`src/rtl/pwm_ramp_sequencer_pkg.sv`:
```
// Shared types and helpers for the PWM ramp sequencer (package pwm_seq_pkg).
package pwm_seq_pkg;

  typedef enum logic [1:0] {
    IDLE     = 2'd0,
    RAMP     = 2'd1,
    HOLD     = 2'd2,
    STOPPING = 2'd3
  } seq_state_t;

  localparam int unsigned W_DEF = 8;

  function automatic int unsigned clamp(input int unsigned a, input int unsigned mx);
    return (a > mx) ? mx : a;
  endfunction

endpackage

```
`src/rtl/pwm_ramp_sequencer_stepper.sv`:
```
// Combinational duty stepper: moves duty toward tgt by stp, saturating at tgt.
module pwm_duty_stepper
  import pwm_seq_pkg::*;
#(
  parameter int unsigned W = W_DEF
) (
  input  logic [W-1:0] duty_i,
  input  logic [W-1:0] tgt_i,
  input  logic [W-1:0] stp_i,
  output logic [W-1:0] duty_next_o,
  output logic         at_tgt_o
);

  logic [W:0]   sum;
  logic [W-1:0] gap;

  always_comb begin
    sum         = {1'b0, duty_i} + {1'b0, stp_i};
    gap         = duty_i - tgt_i;
    duty_next_o = duty_i;
    // Extra carry bit on the way up, gap compare on the way down: never wraps.
    if (duty_i < tgt_i) begin
      duty_next_o = (sum > {1'b0, tgt_i}) ? tgt_i : sum[W-1:0];
    end else if (duty_i > tgt_i) begin
      duty_next_o = (gap <= stp_i) ? tgt_i : (duty_i - stp_i);
    end
    at_tgt_o = (duty_next_o == tgt_i);
  end

endmodule

```
`src/rtl/pwm_ramp_sequencer.sv`:
```
// PWM ramp sequencer: ramps PWM duty toward commanded targets once per period.
// Optional soft stop (ramp down before disabling) selected by PWM_SEQ_SOFTSTOP_EN.
module pwm_ramp_sequencer
  import pwm_seq_pkg::*;
#(
  parameter int unsigned W = W_DEF
) (
  input  logic         clock,
  input  logic         reset,
  input  logic         io_cmd_valid,
  output logic         io_cmd_ready,
  input  logic [W-1:0] io_cmd_target,
  input  logic [W-1:0] io_cmd_period,
  input  logic [W-1:0] io_cmd_step,
  input  logic         io_stop,
  input  logic [W-1:0] io_pwm_cont,
  output logic         io_pwm_inc,
  output logic [W-1:0] io_pwm_T,
  output logic [W-1:0] io_pwm_duty,
  output logic         io_busy,
  output logic [1:0]   io_state
);

  seq_state_t   state_q;
  logic         inc_q;
  logic [W-1:0] t_q, duty_q, tgt_q, stp_q;

  logic [W-1:0] t_d, tgt_idle_d, tgt_hold_d, stp_d, duty_d;
  logic         at_tgt, accept, boundary;

  assign io_cmd_ready = ((state_q == IDLE) || (state_q == HOLD)) && !io_stop;
  assign accept       = io_cmd_valid && io_cmd_ready;
  assign boundary     = inc_q && (io_pwm_cont == t_q);

  assign t_d        = (io_cmd_period == '0) ? W'(1) : io_cmd_period;
  assign stp_d      = (io_cmd_step == '0) ? W'(1) : io_cmd_step;
  assign tgt_idle_d = W'(clamp(32'(io_cmd_target), 32'(t_d)));
  assign tgt_hold_d = W'(clamp(32'(io_cmd_target), 32'(t_q)));

  pwm_duty_stepper #(.W(W)) u_stepper (
    .duty_i      (duty_q),
    .tgt_i       (tgt_q),
    .stp_i       (stp_q),
    .duty_next_o (duty_d),
    .at_tgt_o    (at_tgt)
  );

  always_ff @(posedge clock) begin
    if (reset) begin
      state_q <= IDLE;
      inc_q   <= 1'b0;
      t_q     <= '0;
      duty_q  <= '0;
      tgt_q   <= '0;
      stp_q   <= W'(1);
    end else begin
      case (state_q)
        IDLE: begin
          if (accept) begin
            t_q     <= t_d;
            tgt_q   <= tgt_idle_d;
            stp_q   <= stp_d;
            duty_q  <= '0;
            inc_q   <= 1'b1;
            state_q <= (tgt_idle_d == '0) ? HOLD : RAMP;
          end
        end
        RAMP, HOLD: begin
          if (io_stop) begin
`ifdef PWM_SEQ_SOFTSTOP_EN
            tgt_q   <= '0;
            state_q <= STOPPING;
`else
            duty_q  <= '0;
            inc_q   <= 1'b0;
            state_q <= IDLE;
`endif
          end else if ((state_q == HOLD) && accept) begin
            tgt_q   <= tgt_hold_d;
            stp_q   <= stp_d;
            state_q <= (tgt_hold_d != duty_q) ? RAMP : HOLD;
          end else if ((state_q == RAMP) && boundary) begin
            duty_q <= duty_d;
            if (at_tgt) state_q <= HOLD;
          end
        end
        STOPPING: begin
`ifdef PWM_SEQ_SOFTSTOP_EN
          // Final zero-duty period completes before the PWM is disabled.
          if (boundary) begin
            if (duty_q == '0) begin
              inc_q   <= 1'b0;
              state_q <= IDLE;
            end else begin
              duty_q <= duty_d;
            end
          end
`else
          duty_q  <= '0;
          inc_q   <= 1'b0;
          state_q <= IDLE;
`endif
        end
        default: state_q <= IDLE;
      endcase
    end
  end

  assign io_pwm_inc  = inc_q;
  assign io_pwm_T    = t_q;
  assign io_pwm_duty = duty_q;
  assign io_busy     = (state_q != IDLE);
  assign io_state    = state_q;

endmodule
```
`config.mk`:
```
export PLATFORM = sky130hd
export DESIGN_NAME = pwm_ramp_sequencer
export DESIGN_NICKNAME = d
export VERILOG_FILES = /design/src/rtl/pwm_ramp_sequencer_pkg.sv /design/src/rtl/pwm_ramp_sequencer_stepper.sv /design/src/rtl/pwm_ramp_sequencer.sv
export SDC_FILE = /design/constraint.sdc
export NUM_CORES = 1
export LEC_CHECK = 0
export ABC_AREA = 1
export BUFFER_PORTS_ARGS = -buffer_cell sky130_fd_sc_hd__buf_2
export CAP_MARGIN = 40
export CORE_UTILIZATION = 40
export DETAILED_ROUTE_END_ITERATION = 12
export HOLD_SLACK_MARGIN = 0.15
export PLACE_DENSITY_LB_ADDON = 0.05
export SLEW_MARGIN = 20
export SYNTH_ARGS = -nofsm -noshare
export SYNTH_HDL_FRONTEND = slang
export SYNTH_SLANG_ARGS = --single-unit
```
`constraint.sdc`:
```
create_clock -name clock -period 4 [get_ports clock]
set_input_delay 0.2 -clock clock [delete_from_list [all_inputs] [get_ports clock]]
set_output_delay 0.2 -clock clock [all_outputs]
set_load 0.02 [all_outputs]
```
# Yosys cells after proc, flatten, opt, wreduce, memory -nomap -nowiden
# Index checks and enable logic that the tools add are counted.
# W data, S select, Z words.
dict set report totals {
  regBits 35
  input_bits 36
  elab_cells 80
}
dict set report classes {
  add_sub_neg 3
  n_lt_le_gt_ge 6
  n_eq_ne 14
  n_mux 32
  n_reduce_logical 19
}
# op n
set op_table {}
lappend op_table {{$mux W8} 18}
lappend op_table {{$pmux W8 S2} 2}
lappend op_table {{$gt A8 B8 Y1} 3}
lappend op_table {{$logic_not A8 Y1} 3}
lappend op_table {{$pmux W8 S3} 1}
lappend op_table {{$eq A8 B8 Y1} 2}
lappend op_table {{$sub A8 B8 Y8} 2}
lappend op_table {{$mux W2} 7}
lappend op_table {{$add A8 B8 Y9} 1}
lappend op_table {{$gt A9 B8 Y1} 1}
lappend op_table {{$le A8 B8 Y1} 1}
lappend op_table {{$lt A8 B8 Y1} 1}
lappend op_table {{$ne A2 B2 Y1 const B} 4}
lappend op_table {{$ne A4 B4 Y1 const B} 2}
lappend op_table {{$ne A8 B8 Y1} 1}
lappend op_table {{$ne A3 B3 Y1 const B} 2}
lappend op_table {{$pmux W2 S3} 1}
lappend op_table {{$reduce_and A3 Y1} 2}
lappend op_table {{$logic_and A1 B1 Y1} 5}
lappend op_table {{$eq A2 B2 Y1 const B} 2}
lappend op_table {{$reduce_and A2 Y1} 2}
lappend op_table {{$reduce_and A4 Y1} 1}
lappend op_table {{$reduce_bool A2 Y1} 2}
lappend op_table {{$pmux W1 S3} 1}
lappend op_table {{6 further kinds} 7}

# Depth between registers and ports, before layout
dict set report logic_depth {
  word_depth 11
  mapped_depth 29
  depth_no_buf 29
}

# Cells and area by module
# A second synthesis with hierarchy kept.
dict set report unflattened {
  hier_cells 734
  area_unflattened_um2 4644.5
}
# mod instances cells_per_inst area_per_inst_um2 seq_area_each_um2
set by_module_without_submodules {}
lappend by_module_without_submodules {pwm_ramp_sequencer 1 371 2484.9 700.7}
lappend by_module_without_submodules {pwm_duty_stepper 1 363 2159.6 0.0}

# Worst setup path after synthesis
# No wires, ideal clock.
dict set report synth_path {
  kind {register -> register}
  from {reg duty_q[0], in the netlist io_pwm_duty[0]}
  to {reg state_q[0], in the netlist io_state[0]}
  setup_ps 113
  t_arrival_ps 3357
  t_required_ps 3887
  path_slack_ps 531
  stages_incl_launch_ff 26
  n_path_buf 0
  period_less_slack_ps 3469
  cell_sequence {dfxtp_1 -> inv_1 -> ha_1 -> o21ai_0 -> a21oi_1 -> o21ai_0 -> nand2_1 -> nand2_1 -> a21oi_1 -> xnor2_1 -> ha_1 -> a21o_1 -> nor2_1 -> nand2_2 -> nand2_1 -> nand2_1 -> nand3_1 -> o21ai_0 -> nand2_1 -> nand3_1 -> nand2_1 -> nand3_1 -> nor2_1 -> nor2_1 -> nor2_1 -> nor2_1}
}
dict set report synth_between {
  elab_chain_cells 8
  elab_cells_between_ends 19
}
# element line
set synth_rtl {}
lappend synth_rtl {{start: declaration} pwm_ramp_sequencer.sv:26} ;# logic [W-1:0] t_q, duty_q, tgt_q, stp_q;
lappend synth_rtl {{start signal: assignment} pwm_ramp_sequencer.sv:83} ;# duty_q <= duty_d;
lappend synth_rtl {{$sub A8 B8 Y8} pwm_ramp_sequencer_stepper.sv:19} ;# gap = duty_i - tgt_i;
lappend synth_rtl {{$le A8 B8 Y1} pwm_ramp_sequencer_stepper.sv:25} ;# duty_next_o = (gap <= stp_i) ? tgt_i : (duty_i - stp_i);
lappend synth_rtl {{$mux W8} pwm_ramp_sequencer_stepper.sv:25}
lappend synth_rtl {{$mux W8} pwm_ramp_sequencer_stepper.sv:24} ;# end else if (duty_i > tgt_i) begin
lappend synth_rtl {{$mux W8} pwm_ramp_sequencer_stepper.sv:22} ;# if (duty_i < tgt_i) begin
lappend synth_rtl {{$eq A8 B8 Y1} pwm_ramp_sequencer_stepper.sv:27} ;# at_tgt_o = (duty_next_o == tgt_i);
lappend synth_rtl {{$ne A4 B4 Y1 (no line)} n/a}
lappend synth_rtl {{$reduce_and A3 Y1 (no line)} n/a}
lappend synth_rtl {{end signal: assignment} pwm_ramp_sequencer.sv:65} ;# state_q <= (tgt_idle_d == '0) ? HOLD : RAMP;
lappend synth_rtl {{end signal: assignment} pwm_ramp_sequencer.sv:81} ;# state_q <= (tgt_hold_d != duty_q) ? RAMP : HOLD;
lappend synth_rtl {{end: declaration} pwm_ramp_sequencer.sv:24} ;# seq_state_t state_q;
# Parallel ways exist; a longest one is shown, timed or not.
# A chain may end at the register's enable or synchronous reset.

# Final worst setup path
dict set report layout_path {
  from {reg duty_q[2], in the netlist io_pwm_duty[2]}
  to {reg state_q[0], in the netlist io_state[0]}
}
# Same word-level chain as after synthesis.

==> PnR_summary.wiki <==
{| class="wikitable"
! Metric !! Value
|-
| Share of final-layout standard cells stronger than drive strength 1 || 17.4%
|-
| Register-to-register path setup slack || 0.37 ns
|-
| Wire length reported by the detailed router || 15400 um
|-
| Clock latency of the later-clocked register in the worst-skew pair || 0.30 ns
|-
| Count of nets left with antenna violations after detail routing || 0
|-
| Startpoint types || flop
|-
| Clk root buf || clkbuf_8
|-
| Arrival time at the worst endpoint || 3.86 ns
|-
| Layout-stage area growth over the synthesis result || 15.9%
|-
| Pwr dens || 932 mW/mm2
|-
| Max stage delay on crit path || 0.40 ns
|-
| Remaining DRCs || 0
|-
| Share of the clock period used by the worst path || 90.7%
|-
| Final Max Tran Viols || 0
|-
| # clock sinks || 35
|-
| Wirelength per Cell || 16.7 um
|-
| Sequential fraction of the synthesis area || 15.7%
|-
| DP Wirelength || 12400 um
|-
| WHS Path Cells || 3
|-
| Min-delay worst type || in -> reg
|-
| Cell family with most CP delay || simple AND/OR/NAND/NOR gates
|-
| Length of the first detailed-routing pass in iterations || 4
|-
| Vertical die dimension || 108 um
|-
| Row cnt || 38
|-
| Overflow after GRT || 0
|-
| Setup Total Neg Slack || 0 ns
|-
| Clock period minus worst slack || 3.63 ns
|-
| Clock slew at reported path FFs || 0.08 ns
|-
| Depth of the worst register-to-register path || 28
|-
| Mapped Nets || 809
|-
| Startpoint of the tightest hold check path || io_cmd_step[0]
|-
| Beginning of the worst register-to-register path || io_pwm_duty[2]
|-
| Least-Margin Pin Slew || 0.739 ns
|-
| Crit path buf inv count || 3
|-
| Overall power || 4.82 mW
|-
| Endpoint of the most critical register-to-register path || io_state[0]
|-
| Max_slew headroom || 50.6%
|-
| Number of global-route vias before repair || 4614
|-
| Clock skew after layout || 0.0106 ns
|-
| Highest attainable clock frequency || 0.275 GHz
|-
| Routability-driven placement congestion ratio || 0.973
|-
| Endpoint, Worst Hold || stp_q[0]
|-
| Final worst slack || 0.370 ns
|-
| Maximum capacitance violations || 0
|-
| Critical path fanouts, max || 9
|-
| Number of vias per cell after detailed routing || 5.32
|-
| Count of boundary I/O pins || 57
|-
| Antenna violations before repair || 0
|-
| Net count of the finished layout || 877
|-
| Post-placement setup slack || 0.0551 ns
|-
| Required time at the endpoint of the critical path || 4.24 ns
|-
| Final hold violation count || 0
|-
| Global-route usage over all layers || 27.2%
|-
| Number of flip-flops and latches in the synthesized netlist || 35
|-
| Area of the core region || 0.0108 mm2
|-
| First DRT Iteration DRCs || 250
|-
| Die Outline Area || 0.0116 mm2
|-
| Number of port buffers || 56
|-
| Clock tree from TritonCTS || yes
|-
| Hold_ws || 0.165 ns
|-
| Final setup violation count || 0
|-
| Number of vias in the routed layout || 4903
|-
| Largest net degree at the start of global routing || 22
|-
| Endpoint type of the worst setup path || flop
|-
| Maximum vdd ir drop || 593 uV
|-
| Syn Inst Count || 712
|-
| First-pass GRT wire length || 23400 um
|-
| Maximum level of the CTS H-tree || 2
|-
| Most used cell, CP || nand2_1
|-
| Filler instances || 1161
|-
| Result of the run || complete, no violations
|-
| Type of the worst setup path || reg -> reg
|-
| Clock Tree Buf Depth || 2
|-
| Die X-Extent || 108 um
|-
| Total leakage power || 2.68 nW
|-
| Cts bufs inserted || 5
|-
| Synthesis warning total || 0
|-
| Number of antenna cells inserted || 0
|-
| Critical-path cell with the highest stage delay || dfxtp_1
|-
| Netlist cell types || 43
|-
| Avg Inst Size Synth || 6.27 um2
|-
| Synth Cell Area || 0.00446 mm2
|-
| Starting Density || 41.2%
|}
==> cell usage in the layout, fill, tap and decap left out, types with 2 or more instances in the layout <==
| cell type | count |
|---|---|
| nand3_2 | 3 |
| nor4_1 | 3 |
| nand3b_1 | 3 |
| ha_1 | 56 |
| o21ai_0 | 32 |
| xnor2_1 | 4 |
| buf_4 | 18 |
| and3_1 | 2 |
| nor2_1 | 37 |
| nand4_1 | 11 |
| inv_2 | 10 |
| nor3b_1 | 4 |
| or2_2 | 3 |
| nor3_1 | 3 |
| o21ai_4 | 2 |
| fa_2 | 2 |
| dfxtp_2 | 2 |
| a21oi_4 | 3 |
| a21oi_2 | 5 |
| nand2_2 | 6 |
| a21oi_1 | 60 |
| a21o_1 | 3 |
| inv_1 | 102 |
| o21a_1 | 2 |
| nor2_2 | 3 |
| o211ai_1 | 25 |
| o2111ai_1 | 2 |
| xor2_1 | 8 |
| buf_2 | 56 |
| clkbuf_8 | 7 |
| nand3_1 | 53 |
| nand2_1 | 193 |
| dfxtp_1 | 33 |
| o21ai_1 | 3 |
| nand2_4 | 6 |
==> flip-flops by register name, summed over array words and instances (netlist names) <==
name / flops
io_pwm_T: 8
io_pwm_duty: 8
stp_q: 8
tgt_q: 8
io_state: 2
io_pwm_inc: 1
==> final cells by class <==
type | instances | area (um2) | share of cell area (%)
clock buffer | 8 | 100 | 1.94
multi-input combinational | 548 | 3310 | 64.0
timing repair buffer | 76 | 450 | 8.71
tap | 140 | 175 | 3.39
inverter | 114 | 430 | 8.32
sequential | 35 | 703 | 13.6
==> what timing repair did <==
item / in CTS / in global routing
hold buffers: 0 / 0
endpoints found under the setup margin: 0 / 2
resized for setup: 0 / 18
setup buffers: 0 / 2
==> stage by stage <==
step                instances  instance area (um2)  util [%]
floorplan                 712                 4460         -
global placement          908                 4950      45.7
detailed placement        910                 4990      46.0
CTS                       918                 5090      46.9
global route              921                 5170      47.7
finish                    921                 5170      47.7
==> cell usage after synthesis <==
cell,instances,area (um2)
o2111ai_1,2,17.5
nor2_2,2,12.5
nand3b_1,3,22.5
nor3_4,1,16.3
xnor2_1,4,35.0
a21boi_2,1,11.3
nand4_1,11,68.8
or2_2,3,18.8
o21ai_4,2,32.5
a31oi_1,1,6.26
clkbuf_1,7,26.3
a2111oi_0,1,8.76
nand2_4,3,33.8
nand2_2,7,43.8
and3_1,2,12.5
a21o_1,3,22.5
dfxtp_1,35,701
a41oi_1,1,8.76
inv_1,103,387
ha_1,58,726
buf_4,2,15.0
buf_6,1,11.3
a21oi_1,61,305
nand2_1,195,732
clkinv_1,1,3.75
buf_2,5,25.0
inv_4,1,6.26
nor4_1,3,18.8
nand3_1,53,265
fa_1,3,60.1
inv_2,9,33.8
a21oi_2,4,35.0
nor3b_1,4,30.0
nand4_2,1,12.5
xor2_1,9,78.8
nor3_1,3,15.0
a21oi_4,3,48.8
nor2_1,38,143
o21a_1,2,15.0
o211ai_1,25,188
o21ai_1,2,10.0
o21ai_0,34,170
nand3_2,3,30.0
==> worst reg2reg max path: cells and delay by family, from the launching register on <==
family	cells	cell delay, ns
buf+inv	3	0.38
fa+ha+maj	2	0.56
flops	1	0.40
simple gates	21	1.76
xor+xnor	1	0.22
compound gates	1	0.22
==> how the worst max path moves through the flow <==
| stage | cells after the start | from | to |
|---|---|---|---|
| floorplan | 25 | io_pwm_duty[0] | io_state[0] |
| detailed placement | 29 | tgt_q[2] | io_state[0] |
| global placement | 29 | tgt_q[2] | io_state[1] |
| global route | 27 | tgt_q[2] | io_state[0] |
| CTS | 29 | tgt_q[2] | io_state[0] |
| finish | 28 | io_pwm_duty[2] | io_state[0] |
==> report_power, final <==
group | total, mW | internal [mW] | switching [mW]
Combinational | 3.97 | 1.33 | 2.64
Clock | 0.307 | 0.158 | 0.149
Sequential | 0.545 | 0.455 | 0.0897
Total | 4.82 | 1.94 | 2.88
==> layer usage <==
layer / track usage [%] / vias to the layer above / wire (um)
li1: - / 2494 / -
met1: 32.2 / 2242 / 6660
met2: 48.9 / 138 / 7480
met3: 3.39 / 29 / 635
met4: 11.3 / 0 / 578
met5: 0 / - / 0
==> logic make-up after synthesis <==
kind of cell | after synthesis | share of synthesized area (%)
flip-flops | 35 | 15.7
AND/OR/NAND/NOR | 332 | 33.1
AO/OA/AOI/OAI | 142 | 19.7
buffers and inverters | 129 | 11.4
adder cells (fa/ha/maj) | 61 | 17.6
XOR/XNOR | 13 | 2.55
Power figures use the tool's default switching activity.
